$ cat src/rtl/issue_scoreboard_ctl.sv
// Issue scoreboard controller: gates decoded instructions into the issue
// queue using a per-register busy scoreboard (RAW/WAW), an in-flight limit,
// branch serialization and flush draining. Issued instructions receive a
// wrapping sequence tag; writebacks clear their destination's busy bit.
//
// Handshake: issue_valid is a pure function of the current inputs and state
// and never depends on issue_ready; a transfer (fire) happens on a rising
// clock edge where issue_valid and issue_ready are both high. dec_ready is
// that same fire, telling the decoder its instruction was consumed.
module issue_scoreboard_ctl #(
  parameter int MAX_INFLIGHT = 8,
  parameter int CNT_W        = 4,
  parameter int TAG_W        = 6
) (
  input  logic             clk,
  input  logic             rst_n,
  input  logic             dec_valid,
  input  logic             dec_uses_rs,
  input  logic [4:0]       dec_rs_addr,
  input  logic             dec_uses_rt,
  input  logic [4:0]       dec_rt_addr,
  input  logic             dec_uses_rw,
  input  logic [4:0]       dec_rw_addr,
  input  logic             dec_is_branch_jump,
  output logic             dec_ready,
  output logic             issue_valid,
  input  logic             issue_ready,
  output logic [TAG_W-1:0] issue_tag,
  input  logic             wb_valid,
  input  logic             wb_uses_rw,
  input  logic [4:0]       wb_rw_addr,
  input  logic             br_resolve,
  input  logic             flush,
  output logic [31:0]      busy_vec,
  output logic [31:0]      stall_cycles
);

  typedef enum logic [1:0] {
    RUN     = 2'd0,
    BR_WAIT = 2'd1,
    DRAIN   = 2'd2
  } state_t;

  localparam logic [CNT_W-1:0] MAX_CNT = CNT_W'(MAX_INFLIGHT);

  state_t           state_q, state_d;
  logic [CNT_W-1:0] inflight_q, inflight_d;
  logic [31:0]      busy_q, busy_d;
  logic [TAG_W-1:0] tag_q;
  logic [31:0]      stall_q;

  logic [31:0] wbclr;
  logic [31:0] eb;
  logic [31:0] setmask;
  logic        hazard;
  logic        wb_dec;
  logic        room;
  logic        fire;

  // Writeback clear mask and same-cycle "effective busy" view of the scoreboard.
  always_comb begin
    wbclr = '0;
    if (wb_valid && wb_uses_rw && (wb_rw_addr != 5'd0)) wbclr[wb_rw_addr] = 1'b1;
    eb = busy_q & ~wbclr;
  end

  // Operand/destination hazard check, issue gating and the handshake.
  always_comb begin
    hazard      = (dec_uses_rs & eb[dec_rs_addr]) |
                  (dec_uses_rt & eb[dec_rt_addr]) |
                  (dec_uses_rw & eb[dec_rw_addr]);
    // A writeback only frees a slot when something is actually in flight.
    wb_dec      = wb_valid & (inflight_q != '0);
    room        = (inflight_q < MAX_CNT) | wb_dec;
    issue_valid = rst_n & dec_valid & (state_q == RUN) & ~flush & ~hazard & room;
    fire        = issue_valid & issue_ready;
    dec_ready   = fire;
  end

  // Next scoreboard and in-flight count; a set on issue wins over a same-cycle clear.
  always_comb begin
    setmask = '0;
    if (fire && dec_uses_rw && (dec_rw_addr != 5'd0)) setmask[dec_rw_addr] = 1'b1;
    busy_d    = (busy_q & ~wbclr) | setmask;
    busy_d[0] = 1'b0;
    inflight_d = inflight_q;
    if (fire && !wb_dec)      inflight_d = inflight_q + CNT_W'(1);
    else if (!fire && wb_dec) inflight_d = inflight_q - CNT_W'(1);
  end

  // FSM next state: branch serialization and flush drain.
  always_comb begin
    state_d = state_q;
    case (state_q)
      RUN: begin
        if (flush)                          state_d = DRAIN;
        else if (fire && dec_is_branch_jump) state_d = BR_WAIT;
      end
      BR_WAIT: begin
        if (flush)           state_d = DRAIN;
        else if (br_resolve) state_d = RUN;
      end
      DRAIN: begin
        if (!flush && (inflight_q == '0)) state_d = RUN;
      end
      default: state_d = RUN;
    endcase
  end

  // State, scoreboard, counters and tag registers.
  always_ff @(posedge clk or negedge rst_n) begin
    if (!rst_n) begin
      state_q    <= RUN;
      inflight_q <= '0;
      busy_q     <= '0;
      tag_q      <= '0;
      stall_q    <= '0;
    end else begin
      state_q    <= state_d;
      inflight_q <= inflight_d;
      busy_q     <= busy_d;
      if (fire) tag_q <= tag_q + TAG_W'(1);
      if (dec_valid && !fire && (stall_q != 32'hFFFF_FFFF)) stall_q <= stall_q + 32'd1;
    end
  end

`ifdef SIMULATION
  // Flag a writeback arriving with nothing in flight; the counter ignores it.
  always_ff @(posedge clk) begin
    if (rst_n && wb_valid && (inflight_q == '0))
      $error("issue_scoreboard_ctl: writeback with no instruction in flight");
  end
`endif

  assign busy_vec     = busy_q;
  assign issue_tag    = tag_q;
  assign stall_cycles = stall_q;

endmodule

$ cat config.mk
export PLATFORM = sky130hd
export DESIGN_NAME = issue_scoreboard_ctl
export DESIGN_NICKNAME = d
export VERILOG_FILES = /design/src/rtl/issue_scoreboard_ctl.sv
export SDC_FILE = /design/constraint.sdc
export NUM_CORES = 1
export LEC_CHECK = 0
export ABC_AREA = 1
export CAP_MARGIN = 20
export CORE_ASPECT_RATIO = 1.4
export CORE_MARGIN = 2
export CORE_UTILIZATION = 41
export DETAILED_ROUTE_END_ITERATION = 6
export PLACE_DENSITY = 0.65
export SYNTH_ARGS = -nofsm -noshare
export SYNTH_HDL_FRONTEND = slang
export SYNTH_SLANG_ARGS = --single-unit
$ cat constraint.sdc
create_clock -name clk -period 6.88 [get_ports clk]
set_input_delay 1.72 -clock clk [delete_from_list [all_inputs] [get_ports clk]]
set_output_delay 1.72 -clock clk [all_outputs]
set_load 0.005 [all_outputs]
==> metrics <==
status=finished, final reports clean; Worst-path clk slew=0.05 ns; Synth Warn #=0; final wirelength=18.3 mm; crit path DAT=4.52 ns; Leak=0.00343 µW; crit path kind=in2out; Hold WC Path Type=reg2reg; Max Freq=160 MHz; placed instance area=0.00683 mm²; post-CTS setup buffers=0; core area=0.0135 mm²; Clk Latency, worst-skew pair=0.33 ns; cell taking the most area after synthesis=dfrtp_1; GP Congestion=0.933; starting density of the core=42.1%; clock net sink count=75; total CTS buffers=9; sequential area share after synthesis=33.1%; Die W=103 µm; asr flop ratio synth=100%; CTS Hold Bufs=0; drt drc=0; CTS tree=done; FF-to-FF setup slack=3.66 ns; top post-synthesis cells by area=dfrtp_1, nand2_1, nand4_1; crit path capture type=output port; Final Max Slew Viols=0; Post-synth EDFFs=0; pwr/cell area=174 mW/mm²; endpoints failing setup=0; cts repair resizes=0; Avg WL per Cell=16.0 µm; CTS Buffer Depth=2; row count=50; Cell variety after synth=34; RSZ-0062 raised after global routing=no; # IOs=104; DR vias=6067; GRT overflow=0; Max FO, Critical Path=10; Post-Syn Area=0.00566 mm²; WP data required=5.16 ns; share of layout cells above drive strength 1=4.89%; Final nets=997; final hold vios=0; initial antenna violation count=0; first-pass GRT wire length=29.4 mm; Min-Delay Endpoint=inflight_q[2]$_DFFE_PN0P_; final setup TNS=0 ns; vias in the first global route=5879; DR vias/cell=5.30; Post-Synthesis Cells=866; Worst R2R Path Depth=19; Hold Path Origin=inflight_q[2]$_DFFE_PN0P_; top cell type's share of synthesized area=33.1%; startpoint types=input port; largest net degree at the start of global routing=76; die area=0.0148 mm²; chip height=143 µm; R2R Path Start=busy_vec[14]$_DFF_PN0_; ANT cells=0; Area growth syn-to-layout=25.4%; Worst Tran Pin Value=0.930 ns; 1st-iter DRT viols=270; DR pass1 iterations=5; commonest cells in the netlist=nand2_1, nand3_1, nor2_1; Critical Path Source=wb_rw_addr[2]; Tmin final=6.24 ns; Tot Pwr=1240 µW; peak supply drop=0.147 mV; Max H-tree Level=3; syn_area_per_cell=6.54 µm²; CTS Root Cell=clkbuf_16; number of I/O port buffers=102; Max Cap Viol=0; Final period util=90.7%; Total GRT Usage=25.6%; Final Cell Area=0.00710 mm²; top-count cell post-synth=nand2_1; Routed Antenna Nets=0; Final Util=52.8%; Rel. slew slack=38.0%; Synth Register Bits=75; skew final=0.00708 ns; worst reg2reg path endpoint=inflight_q[3]$_DFFE_PN0P_; hold path cells=2; hpwl dp=14.2 mm; Synth Flop Type=dfrtp_1; Syn Nets=904
-- worst max path at each step --
| stage | slack [ns] | endpoint | cells after the start |
|---|---|---|---|
| finish | 0.64 | dec_ready | 18 |
| global route | 0.37 | dec_ready | 16 |
| CTS | 0.62 | dec_ready | 18 |
| detailed placement | 0.64 | dec_ready | 18 |
| global placement | 0.61 | dec_ready | 18 |
| floorplan | 1.88 | dec_ready | 17 |
-- flip-flops by register name, summed over array words and instances (netlist names) --
register,count
state_q,2
busy_vec,31
inflight_q,4
stall_cycles,32
issue_tag,6
-- final cells by class --
cell class | count | area, µm²
fillers | 1390 | 6350
multi-input cells | 680 | 3310
flip-flops and latches | 75 | 1880
repair buffers | 118 | 1140
inverters | 75 | 282
clock buffers | 11 | 253
well taps | 182 | 228
clock inverters | 3 | 15.0
-- stage by stage --
step	hold slack [ns]	setup slack (ns)	instances
2_1_floorplan	0.456	1.88	866
3_3_place_gp	0.496	0.607	1130
3_5_place_dp	0.504	0.641	1130
4_1_cts	0.515	0.618	1144
5_1_grt	0.521	0.371	1144
6_report	0.508	0.641	1144
-- critical path, cell delays in order --
cell and delay [ns]:
clkdlybuf4s50_1 0.70, inv_2 0.14, nor2_1 0.25, nand2_1 0.17, nand2_1 0.13, nand2_1 0.05, nand2_1 0.05, inv_1 0.04
nand3_1 0.07, nand2_1 0.06, clkinv_1 0.05, nor2_1 0.04, nand2_1 0.08, nor2_1 0.05, nor2_2 0.13, nand3_2 0.15
nor2_8 0.13, clkdlybuf4s50_1 0.51
-- cells in the final DEF (no fill, tap or decap), types with 4 or more instances in the layout --
cell,synthesis,routed
a21oi_1,14,14
buf_4,5,17
clkbuf_16,0,9
clkdlybuf4s50_1,0,101
clkinv_1,5,5
dfrtp_1,75,75
ha_1,5,5
inv_1,69,69
nand2_1,312,312
nand3_1,96,96
nand3_2,4,4
nand4_1,78,78
nor2_1,80,80
nor2_2,5,5
nor3_1,19,19
nor4_1,10,10
o21ai_0,5,5
xnor2_1,10,10
xor2_1,28,28
-- report_power, final --
group	total, µW	switching [µW]	internal (µW)
logic	290	160	130
clock network	428	170	257
registers	521	44.0	477
total	1240	375	864
-- layer usage --
layer	part of all wire, %	track usage (%)
met1	38	29.0
met2	51	45.2
met3	5.7	4.01
met4	4.9	13.6
met5	0	0
-- logic make-up (layout without fill, tap and decap cells) --
group	Yosys count	in the layout	synth area share, %
and+or+nand+nor	612	612	48.8
buffers and inverters	111	207	8.46
DFF	75	75	33.1
xor gates and xnor gates	38	38	5.88
AOI/OAI and AO/OA	23	23	2.21
adders and majority gates	6	6	1.46
other	1	1	0.0662
Power figures use the tool's default switching activity.
